===== src/rtl/ps2_pkg.sv =====
// ps2_pkg: shared definitions for the PS/2 keyboard decoder.
//   - ps2_state_t : frame receiver states
//   - Set-2 prefix / control byte codes
//   - is_ctrl_byte: bytes that carry no key information on their own
package ps2_pkg;

    typedef enum logic [1:0] {
        IDLE,
        DATA,
        PARITY,
        STOP
    } ps2_state_t;

    localparam logic [7:0] PS2_EXT    = 8'hE0;
    localparam logic [7:0] PS2_BRK    = 8'hF0;
    localparam logic [7:0] PS2_PAUSE  = 8'hE1;
    localparam logic [7:0] PS2_BAT    = 8'hAA;
    localparam logic [7:0] PS2_ACK    = 8'hFA;
    localparam logic [7:0] PS2_RESEND = 8'hFE;
    localparam logic [7:0] PS2_ECHO   = 8'hEE;
    localparam logic [7:0] PS2_OVR0   = 8'h00;
    localparam logic [7:0] PS2_OVR1   = 8'hFF;
    localparam logic [2:0] PAUSE_SKIP = 3'd7;

    // BAT / ack / resend / echo / overrun replies from the keyboard.
    function automatic logic is_ctrl_byte(input logic [7:0] b);
        return b inside {PS2_BAT, PS2_ACK, PS2_RESEND, PS2_ECHO, PS2_OVR0, PS2_OVR1};
    endfunction

endpackage


===== src/rtl/ps2_line_filter.sv =====
// ps2_line_filter: conditions one asynchronous PS/2 line.
//   clk       in  system clock
//   reset_n   in  asynchronous active-low reset
//   raw       in  raw pin level (asynchronous)
//   level     out filtered level (resets to 1, the idle bus level)
//   fall_edge out one-cycle strobe when level goes 1->0
// The filtered level only flips after FILTER_LEN consecutive synchronized
// samples at the opposite level; shorter excursions are discarded.
module ps2_line_filter #(
    parameter int unsigned FILTER_LEN = 8
) (
    input  logic clk,
    input  logic reset_n,
    input  logic raw,
    output logic level,
    output logic fall_edge
);
    import ps2_pkg::*;

    localparam int unsigned CW = $clog2(FILTER_LEN + 1);

    logic          sync1;
    logic          sync2;
    logic [CW-1:0] cnt;

    always_ff @(posedge clk or negedge reset_n) begin
        if (!reset_n) begin
            sync1     <= 1'b1;
            sync2     <= 1'b1;
            cnt       <= '0;
            level     <= 1'b1;
            fall_edge <= 1'b0;
        end else begin
            sync1     <= raw;
            sync2     <= sync1;
            fall_edge <= 1'b0;
            if (sync2 == level) begin
                cnt <= '0;
            end else if (cnt == CW'(FILTER_LEN - 1)) begin
                // This is the FILTER_LEN-th opposite sample: commit it.
                cnt       <= '0;
                level     <= sync2;
                fall_edge <= ~sync2;
            end else begin
                cnt <= cnt + 1'b1;
            end
        end
    end

endmodule


===== src/rtl/ps2_key_decoder.sv =====
// ps2_key_decoder: PS/2 keyboard receiver and Set-2 prefix folder.
//   clk_i      in  system clock
//   reset_n_i  in  asynchronous active-low reset
//   ps2_clk_i  in  raw PS/2 clock pin
//   ps2_dat_i  in  raw PS/2 data pin
//   ps2_key_o  out {toggle, pressed, extended, code[7:0]}
//   err_o      out one-cycle pulse on framing, parity or timeout error
// Pipeline: filtered clock fall of the stop bit (N) -> byte_valid /
// frame_err (N+1) -> ps2_key_o / err_o (N+2).
module ps2_key_decoder #(
    parameter int unsigned FILTER_LEN  = 8,
    parameter int unsigned TIMEOUT_CYC = 85909
) (
    input  logic        clk_i,
    input  logic        reset_n_i,
    input  logic        ps2_clk_i,
    input  logic        ps2_dat_i,
    output logic [10:0] ps2_key_o,
    output logic        err_o
);
    import ps2_pkg::*;

    localparam int unsigned TW = $clog2(TIMEOUT_CYC + 1);

    logic          clk_lvl_unused;
    logic          clk_fall;
    logic          dat;
    logic          dat_fall_unused;

    ps2_state_t    state;
    logic [2:0]    bit_cnt;
    logic [7:0]    sreg;
    logic          par;
    logic [TW-1:0] to_cnt;
    logic          byte_valid;
    logic          frame_err;

    logic          ext;
    logic          brk;
    logic [2:0]    pause_cnt;

    ps2_line_filter #(.FILTER_LEN(FILTER_LEN)) u_clk_filt (
        .clk       (clk_i),
        .reset_n   (reset_n_i),
        .raw       (ps2_clk_i),
        .level     (clk_lvl_unused),
        .fall_edge (clk_fall)
    );

    ps2_line_filter #(.FILTER_LEN(FILTER_LEN)) u_dat_filt (
        .clk       (clk_i),
        .reset_n   (reset_n_i),
        .raw       (ps2_dat_i),
        .level     (dat),
        .fall_edge (dat_fall_unused)
    );

    // Frame receiver. A clock fall always reloads the timeout counter, so it
    // takes priority over an expiry in the same cycle.
    always_ff @(posedge clk_i or negedge reset_n_i) begin
        if (!reset_n_i) begin
            state      <= IDLE;
            bit_cnt    <= '0;
            sreg       <= '0;
            par        <= 1'b0;
            to_cnt     <= '0;
            byte_valid <= 1'b0;
            frame_err  <= 1'b0;
        end else begin
            byte_valid <= 1'b0;
            frame_err  <= 1'b0;
            if (clk_fall) begin
                to_cnt <= '0;
                case (state)
                    IDLE: begin
                        if (!dat) begin
                            state   <= DATA;
                            bit_cnt <= '0;
                        end
                    end
                    DATA: begin
                        sreg    <= {dat, sreg[7:1]};
                        bit_cnt <= bit_cnt + 1'b1;
                        if (bit_cnt == 3'd7) begin
                            state <= PARITY;
                        end
                    end
                    PARITY: begin
                        par   <= dat;
                        state <= STOP;
                    end
                    STOP: begin
                        if (dat && (^{sreg, par})) begin
                            byte_valid <= 1'b1;
                        end else begin
                            frame_err <= 1'b1;
                        end
                        state <= IDLE;
                    end
                    default: state <= IDLE;
                endcase
            end else if (state != IDLE) begin
                if (to_cnt == TW'(TIMEOUT_CYC - 1)) begin
                    state     <= IDLE;
                    frame_err <= 1'b1;
                    to_cnt    <= '0;
                end else begin
                    to_cnt <= to_cnt + 1'b1;
                end
            end
        end
    end

    // Byte processing. sreg is stable here: the next shift needs another
    // start bit plus a data bit, far beyond one cycle away.
    always_ff @(posedge clk_i or negedge reset_n_i) begin
        if (!reset_n_i) begin
            ps2_key_o <= '0;
            err_o     <= 1'b0;
            ext       <= 1'b0;
            brk       <= 1'b0;
            pause_cnt <= '0;
        end else begin
            err_o <= frame_err;
            if (frame_err) begin
                // Pause skip survives errors; prefixes do not.
                ext <= 1'b0;
                brk <= 1'b0;
            end else if (byte_valid) begin
                if (pause_cnt != '0) begin
                    pause_cnt <= pause_cnt - 1'b1;
                end else if (sreg == PS2_PAUSE) begin
                    pause_cnt <= PAUSE_SKIP;
                end else if (sreg == PS2_EXT) begin
                    ext <= 1'b1;
                end else if (sreg == PS2_BRK) begin
                    brk <= 1'b1;
                end else if (!ext && !brk && is_ctrl_byte(sreg)) begin
                    // Keyboard housekeeping reply: no key event.
                end else begin
                    ps2_key_o <= {~ps2_key_o[10], ~brk, ext, sreg};
                    ext       <= 1'b0;
                    brk       <= 1'b0;
                end
            end
        end
    end

endmodule


===== config.mk =====
export PLATFORM = sky130hd
export DESIGN_NAME = ps2_key_decoder
export DESIGN_NICKNAME = d
export VERILOG_FILES = /design/src/rtl/ps2_pkg.sv /design/src/rtl/ps2_line_filter.sv /design/src/rtl/ps2_key_decoder.sv
export SDC_FILE = /design/constraint.sdc
export NUM_CORES = 1
export LEC_CHECK = 0
export CAP_MARGIN = 10
export CORE_MARGIN = 5
export CORE_UTILIZATION = 35
export DETAILED_ROUTE_END_ITERATION = 16
export SLEW_MARGIN = 20
export SYNTH_ARGS = -nofsm -noshare
export SYNTH_HDL_FRONTEND = slang
export SYNTH_SLANG_ARGS = --single-unit

===== constraint.sdc =====
create_clock -name clk_i -period 2.88 [get_ports clk_i]
set_input_delay 0.72 -clock clk_i [delete_from_list [all_inputs] [get_ports clk_i]]
set_output_delay 0.72 -clock clk_i [all_outputs]
set_load 0.02 [all_outputs]

Word-level counts from Yosys, hierarchy flattened:

Cells that the tools add are included.

* memories kept: 0
* flip-flop bits (word level): 65
* RAM bits: 0
* bits in latches: 0
* memory bits (read-only): 0

* shift-type cells: 0
* magnitude comparators: 0
* multiplexer cells: 40
* equality and inequality tests: 26
* reductions and logical operators: 26
* div/mod/pow operators: 0
* multipliers: 0
* bitwise gates (word level): 11
* $add $sub $neg: 5

Operators by type and width (number)
* $eq 8x8->1 const B: 8
* $mux 17: 3
* $mux 1: 23
* $add 17x1->17 const B: 1
* $eq 17x17->1 const B: 1
* $mux 4: 4
* $ne 3x3->1 const B: 5
* $reduce_bool 2->1: 6
* $not 1->1: 11
* $mux 2: 5
* $reduce_and 5->1: 2
* $mux 3: 3
* $reduce_xor 9->1: 1
* $add 4x1->4 const B: 2
* $eq 4x3->1 const B: 2
* $logic_not 8->1: 1
* $ne 2x2->1 const B: 4
* $pmux 2 s4: 1
* $reduce_and 2->1: 4
* $reduce_and 7->1: 1
* $pmux 3 s2: 1
* $reduce_and 3->1: 2
* $reduce_bool 6->1: 1
* $eq 2x2->1 const B: 2
* 10 further kinds: 14

Longest topological paths before layout:

Gate-level depths: netlist of the first run.

* depth after elaboration: 10
* gate-level depth with buffers: 9
* mapped depth without buffers: 7

Hierarchy:

From an unflattened synthesis of the first run, not the netlist that was laid out.

* cell total of the unflattened synthesis: 275
* area, all modules: 3136.8 um^2

By module, submodules not included
* ps2_key_decoder: area an instance 2513.7 um^2, cells an instance 233, instances 1
* ps2_line_filter: area an instance 311.5 um^2, cells an instance 21, instances 2

Worst setup path before layout of the first run:

No wires, ideal clock.

* kind: register to register
* start: register sreg[1]
* end: register ps2_key_o[0]
* clock period less this slack: 2.012 ns
* library setup time: 0.125 ns
* cell stages (with the launch flop): 7
* arrival: 1.887 ns
* setup slack: 0.868 ns
* cells stage by stage: dfrtp_1 buf_2 or4_1 nand2_1 a21oi_2 o31ai_4 mux2_2

* word-level cells in the longest chain between the ends: 5
* elaborated cells between the ends (all ways): 16
* those cells by class: eq/ne: 8; bitwise: 4; reduce/logical: 4

Ends and longest elaborated chain
* start, declared: line ps2_key_decoder.sv:32 `logic [7:0] sreg;`
* start signal, assigned: line ps2_key_decoder.sv:82 `sreg <= {dat, sreg[7:1]};`
* $eq 8x8->1 or $logic_not 8->1 (tied branches): line ps2_pkg.sv:27 `return b inside {PS2_BAT, PS2_ACK, PS2_RESEND, PS2_ECHO, PS2_OVR0, PS2_OVR1};`
* $reduce_bool 6->1: line ps2_pkg.sv:27
* $logic_and 1x1->1: line ps2_key_decoder.sv:138 `end else if (!ext && !brk && is_ctrl_byte(sreg)) begin`
* $not 1->1 (no source line)
* $reduce_and 7->1 (no source line) *
* end signal, assigned: line ps2_key_decoder.sv:141 `ps2_key_o <= {~ps2_key_o[10], ~brk, ext, sreg};`
* end, declared: line ps2_key_decoder.sv:18 `output logic [10:0] ps2_key_o,`

Mark *: on every way between the ends. The rest lies on a longest branch, timed or not.
A chain may end at the register's enable or synchronous reset.

Worst setup path after layout of the first run:

* start: register state[0]
* end: register to_cnt[14]

* word-level cells in the longest chain between the ends: 2

Ends and longest elaborated chain
* start, declared: line ps2_key_decoder.sv:30 `ps2_state_t state;`
* start signal, assigned: line ps2_key_decoder.sv:62 `state <= IDLE;`
* start signal, assigned: line ps2_key_decoder.sv:77 `state <= DATA;`
* start signal, assigned: line ps2_key_decoder.sv:85 `state <= PARITY;`
* $reduce_bool 2->1: line ps2_key_decoder.sv:102 `end else if (state != IDLE) begin`
* $reduce_bool 2->1 (no source line)
* end signal, assigned: line ps2_key_decoder.sv:108 `to_cnt <= to_cnt + 1'b1;`
* end, declared: line ps2_key_decoder.sv:34 `logic [TW-1:0] to_cnt;`

No other way between the ends.

==> flow_metrics.py, run 1 <==
metrics = {
    "status": {
        "outcome": "finished, final reports clean",
    },
    "clock_tree": {
        "cts_setup_buffers": 0,
        "htreeDepth": 3,
        "cts_hold_buf": 0,
        "post_cts_resized": 0,
        "cts_tree": "yes",
        "cts-root-buf": "clkbuf_8",
        "numCtsBuffers": 9,
        "cts.sink_count": 65,
        "cts.clk_slew.worst_paths_ns": 0.07,
        "insertion_delay_ns": 0.34,
        "clk_path_buf_depth": 2,
    },
    "global_route": {
        "overflow": 0,
        "antenna_found_initial": 0,
        "grt_pass1_vias": 2029,
        "grt_start_max_net_pins": 34,
        "grt_pass1_wl_um": 9180,
        "grt.total_usage_pct": 11.0,
    },
    "synth": {
        "synth-seq-area-share_pct": 53.9,
        "yosys.area.top_type_share_pct": 48.7,
        "syn_avg_cell_area_um2": 11.1,
        "synthCells": 274,
        "ys.warnings.count": 0,
        "mappedNetlistArea_um2": 3030,
        "synth_nets": 290,
        "yosysUniqueCellTypes": 43,
        "yosys_register_bits": 65,
        "synth_top_area_cell": "dfrtp_1",
        "synthTopCellsByArea": "dfrtp_1, mux2_2, dfstp_2, ha_1, xnor2_1",
    },
    "pwr": {
        "cell_internal_pwr_mw": 1.69,
        "total_power_mw": 2.16,
        "p_sw_share_pct": 21.5,
        "leakagePower_nw": 1.60,
        "vdd_drop_max_v": 0.000415,
        "seqPwrFrac_pct": 46.9,
        "clkPwrFrac_pct": 47.6,
        "power_density_nw_per_um2": 605,
        "power_switching_mw": 0.464,
        "p_comb_share_pct": 5.6,
    },
    "drt": {
        "num_vias": 1971,
        "drc": 0,
        "routedWlPerCell_um": 12.6,
        "drt-pass1-iter-count": 4,
        "routed_wl_um": 5150,
        "route.antenna.remaining_nets": 0,
        "vias_per_cell": 4.84,
        "drt_iter0_drc": 70,
    },
    "job": {
        "drv_cap": 0,
    },
    "final_layout": {
        "nets": 310,
        "diodes": 0,
        "post-route-cell-area_um2": 3560,
        "multi_input_area_um2": 1330,
        "seqCellArea_um2": 1630,
        "syn_to_final_growth_pct": 17.4,
        "final_cells": 407,
        "drive_above_1_share_pct": 15.1,
        "n_fill_cell": 814,
        "final_util_pct": 41.4,
    },
    "placed_design": {
        "gp_congestion": 0.787,
        "dp_hpwl_um": 3550,
        "post_dp_cell_area_um2": 3300,
        "dpl.cell_count": 391,
        "pre_cts_ws_ns": 0.715,
        "portBuffers": 15,
    },
    "timing": {
        "setup_ws_ns": 0.705,
        "maxSlewViolCount": 0,
        "period_share_pct": 75.5,
        "fin_skew_ns": 0.00716,
        "timing.hold.ws_ns": 0.169,
        "fmax_mhz": 460,
        "worstMarginPinSlew_ns": 0.667,
        "relSlewSlack_pct": 55.1,
        "setup_viol_count_final": 0,
        "fin_setup_tns_ns": 0,
        "period_needed_ns": 2.17,
        "hold_violations": 0,
        "rsz0062_at_grt": "false",
    },
    "floorplan": {
        "core_area_um2": 8590,
        "ioPinCount": 16,
        "dieWidth_um": 103,
        "start_util_pct": 35.3,
        "die-area_um2": 10600,
        "die_height_um": 103,
        "fp-row-count": 34,
    },
    "worst_setup_path": {
        "required_ns": 3.10,
        "crit_end": "to_cnt[14]$_DFFE_PN0P_",
        "rr_worst_depth": 7,
        "crit_path_start_kind": "flop",
        "end_kind": "flop",
        "r2r_slack_ns": 0.71,
        "crit_fanout": 7,
        "cp-startpoint": "state[0]$_DFFE_PN0P_",
        "worst-setup-path-type": "flop to flop",
        "r2r-start": "state[0]$_DFFE_PN0P_",
        "timing.rr.end": "to_cnt[14]$_DFFE_PN0P_",
        "arrival_ns": 2.40,
    },
    "worst_hold_path": {
        "min-delay-path-class": "input port to async pin",
    },
}
-- cell families (layout without fill, tap and decap cells) --
kind of cell,count (synthesis),after routing,synth area share [%]
AND/OR/NAND/NOR,98,98,16.1
buffers and inverters,19,44,2.47
XOR/XNOR,27,27,8.25
flip-flops,65,65,53.9
adder cells (fa/ha/maj),12,12,4.95
AO/OA/AOI/OAI,37,37,8.41
multiplexers,16,16,5.94
-- cell usage in the layout (no fill, tap or decap), types with 4 or more instances in the layout --
master           instances
inv_1                   11
dfrtp_1                 59
xor2_1                  13
clkdlybuf4s50_1         14
nor3_1                   7
dfstp_2                  6
bufinv_16                4
a21oi_1                  4
nor2b_1                  4
nor3b_1                  4
o21ai_0                 15
nand2_1                 24
nand4_1                  5
clkbuf_8                 9
nand2b_1                 5
mux2_2                  16
ha_1                    12
nand3_1                  8
xnor2_1                 13
nor2_1                  27
-- how the worst min path moves through the flow --
stage                               startpoint                          to  slack [ns]  cells past startpoint
floorplan           u_clk_filt.sync1$_DFF_PN1_  u_clk_filt.sync2$_DFF_PN1_        0.35                      0
CTS                                  reset_n_i   ps2_key_o[10]$_DFFE_PN0P_        0.15                      1
detailed placement  u_dat_filt.sync1$_DFF_PN1_  u_dat_filt.sync2$_DFF_PN1_        0.35                      0
global route                         reset_n_i   ps2_key_o[10]$_DFFE_PN0P_        0.14                      1
finish                               reset_n_i   ps2_key_o[10]$_DFFE_PN0P_        0.17                      1
global placement    u_clk_filt.sync1$_DFF_PN1_  u_clk_filt.sync2$_DFF_PN1_        0.35                      0
-- layer usage --
layer	wire, µm	global-route usage, %
met3	224	4.47
met2	2220	16.4
met5	0	0
met1	2640	14.3
met4	61	4.18
-- cell type report --
cell class,instances,share of cell area [%]
inverter,11,1.16
clock buffer,9,3.48
timing repair buffer,17,4.50
sequential,65,45.9
clock inverter,7,3.97
tap,108,3.79
multi-input combinational,190,37.2
-- state kept, by name, summed over array words and instances (netlist names), 2 cells and up --
register        flops
to_cnt             17
bit_cnt             3
pause_cnt           3
u_clk_filt.cnt      4
u_dat_filt.cnt      4
ps2_key_o          11
sreg                8
state               2
-- power groups by stage --
stage / clock [mW] / sequential (mW) / combinational, mW
final: 1.03 / 1.01 / 0.120
after floorplan: 0 / 1.02 / 0.0847
after CTS: 1.06 / 1.01 / 0.125
after global routing: 1.10 / 1.02 / 0.144
after global placement: 0 / 1.03 / 0.120
after detailed placement: 0 / 1.03 / 0.124
-- synthesized netlist by cell type --
cell type / n
nand2_1: 24
xor2_1: 13
and4b_1: 1
o21a_1: 2
a22oi_1: 1
nor2_1: 27
a31oi_1: 3
nor3b_1: 4
xnor2_1: 13
nor2b_1: 4
nor4bb_1: 1
a211oi_2: 1
nand4_1: 5
and3_1: 2
nand2b_1: 5
inv_1: 11
ha_1: 12
and2_1: 1
or2_2: 1
nor4_1: 3
nand3_1: 8
a32o_1: 2
dfstp_2: 6
a21oi_2: 1
xnor3_1: 1
a41oi_1: 1
buf_2: 2
a21boi_0: 3
and4_1: 2
clkbuf_1: 5
nor4b_1: 1
dfrtp_1: 59
mux2_2: 16
o21ai_0: 15
clkbuf_2: 1
o311ai_0: 1
nand3b_1: 1
or4_1: 1
nor3_1: 7
a22o_1: 1
o211ai_1: 1
o31ai_4: 1
a21oi_1: 4
-- critical path, cell delays in order (launching register included) --
cell and delay [ns]:
dfrtp_1 0.44, inv_1 0.09, ha_1 0.28, nor2b_1 0.22, nor4_1 0.64, nand4_1 0.19, xor2_1 0.15, nor2_1 0.05
No activity file was read; power rests on OpenSTA's default activity.
==> inputs of run 2 (changes only) <==
==> constraint.sdc (replaced) <==
create_clock -name clk_i -period 2.1 [get_ports clk_i]
set_input_delay 0.525 -clock clk_i [delete_from_list [all_inputs] [get_ports clk_i]]
set_output_delay 0.525 -clock clk_i [all_outputs]
set_load 0.02 [all_outputs]
==> flow_metrics.py, run 2 (synthesis results as in run 1) <==
metrics = {
    "clock_tree": {
        "numCtsBuffers": 9,
        "insertion_delay_ns": 0.33,
        "htreeDepth": 3,
        "clk_path_buf_depth": 2,
        "cts_tree": "yes",
        "cts_hold_buf": 0,
        "cts.sink_count": 65,
        "cts_setup_buffers": 0,
        "cts.clk_slew.worst_paths_ns": 0.07,
        "cts-root-buf": "clkbuf_8",
        "post_cts_resized": 0,
    },
    "timing": {
        "fin_setup_tns_ns": 0,
        "period_needed_ns": 1.92,
        "period_share_pct": 91.7,
        "fin_skew_ns": 0.0104,
        "relSlewSlack_pct": 69.7,
        "worstMarginPinSlew_ns": 0.450,
        "timing.hold.ws_ns": 0.178,
        "setup_ws_ns": 0.175,
        "maxSlewViolCount": 0,
        "fmax_mhz": 519,
        "hold_violations": 0,
        "setup_viol_count_final": 0,
        "rsz0062_at_grt": "false",
    },
    "status": {
        "outcome": "finished, final reports clean",
    },
    "worst_setup_path": {
        "cp_cell_sequence": "or4_1, nand2_1, a21oi_2, o31ai_4, buf_4, mux2_2",
        "critPathSlowestCell": "or4_1",
        "arrival_ns": 2.15,
        "cp_slowest_stage_delay_ns": 0.48,
        "end_kind": "flop",
        "worst-setup-path-type": "flop to flop",
        "crit_path_start_kind": "flop",
        "crit_fanout": 9,
        "crit_buf_inv": 1,
        "required_ns": 2.32,
        "crit_family": "simple AND/OR/NAND/NOR gates",
    },
    "final_layout": {
        "largestRegisters": "to_cnt: 17 flops, ps2_key_o: 11 flops, sreg: 8 flops",
        "drive_above_1_share_pct": 17.5,
        "nets": 320,
        "final_cell_mix": "dfrtp_1, nor2_1, nand2_1",
        "final_cells": 417,
        "top_register": "to_cnt",
        "largest_register_ffs": 17,
        "post-route-cell-area_um2": 3600,
        "diodes": 0,
        "final_util_pct": 41.9,
        "final_common_cell": "dfrtp_1",
        "syn_to_final_growth_pct": 18.8,
    },
    "pwr": {
        "power_density_nw_per_um2": 753,
        "leakagePower_nw": 1.64,
        "total_power_mw": 2.71,
        "vdd_drop_max_v": 0.000402,
    },
    "drt": {
        "drt-pass1-iter-count": 4,
        "vias_per_cell": 4.74,
        "routedWlPerCell_um": 12.2,
        "num_vias": 1978,
        "routed_wl_um": 5080,
        "drt_iter0_drc": 52,
        "drc": 0,
        "route.antenna.remaining_nets": 0,
    },
    "job": {
        "drv_cap": 0,
    },
    "floorplan": {
        "dieWidth_um": 103,
        "die-area_um2": 10600,
        "ioPinCount": 16,
        "start_util_pct": 35.3,
        "die_height_um": 103,
        "core_area_um2": 8590,
        "fp-row-count": 34,
    },
    "global_route": {
        "grt_pass1_wl_um": 9320,
        "grt_pass1_vias": 2047,
        "antenna_found_initial": 0,
        "overflow": 0,
        "grt_start_max_net_pins": 66,
        "grt.total_usage_pct": 11.1,
    },
    "placed_design": {
        "pre_cts_ws_ns": 0.175,
        "dpl.cell_count": 401,
        "portBuffers": 15,
        "dp_hpwl_um": 3510,
        "post_dp_cell_area_um2": 3380,
        "gp_congestion": 0.768,
    },
    "worst_hold_path": {
        "min-delay-path-class": "input port to async pin",
    },
}
run 2: path summary, 6_finish.rpt:
kind | start | end | slack, ns | cells past startpoint
hold reg to reg | u_dat_filt.sync1$_DFF_PN1_ | u_dat_filt.sync2$_DFF_PN1_ | 0.36 | 0
setup reg to reg | sreg[5]$_DFFE_PN0P_ | ps2_key_o[1]$_DFFE_PN0P_ | 0.18 | 6
setup / recovery | sreg[5]$_DFFE_PN0P_ | ps2_key_o[1]$_DFFE_PN0P_ | 0.18 | 6
hold / removal | reset_n_i | ps2_key_o[10]$_DFFE_PN0P_ | 0.18 | 2
max in group asynchronous | reset_n_i | u_clk_filt.sync1$_DFF_PN1_ | 1.59 | 2
min in group clk_i | u_dat_filt.sync1$_DFF_PN1_ | u_dat_filt.sync2$_DFF_PN1_ | 0.36 | 0
run 2: layout make-up:
cell class,count,area (µm²)
inverter,11,41.3
clock buffer,11,141
sequential,65,1630
clock inverter,5,78.8
fill,838,4990
multi-input combinational,190,1330
timing repair buffer,27,248
tap,108,135
run 2: where the power goes:
group,internal (mW),switching [mW]
Combinational,0.0792,0.0880
Sequential,1.33,0.0532
Clock,0.699,0.461
Total,2.11,0.602
run 2: layer usage:
layer  global-route usage, %  wire [µm]
met2                    17.8       2240
met4                    2.69         56
met3                    4.26        229
met5                       0          0
met1                    14.2       2560
==> inputs of run 3 (changes only) <==
--- a/config.mk
+++ b/config.mk
@@ -5,6 +5,7 @@
 export SDC_FILE = /design/constraint.sdc
 export NUM_CORES = 1
 export LEC_CHECK = 0
+export ABC_CLOCK_PERIOD_IN_PS = 2100
 export CAP_MARGIN = 10
 export CORE_MARGIN = 5
 export CORE_UTILIZATION = 35
==> results of run 3 <==
Final layout, timing and power as in run 2 (identical DEF).
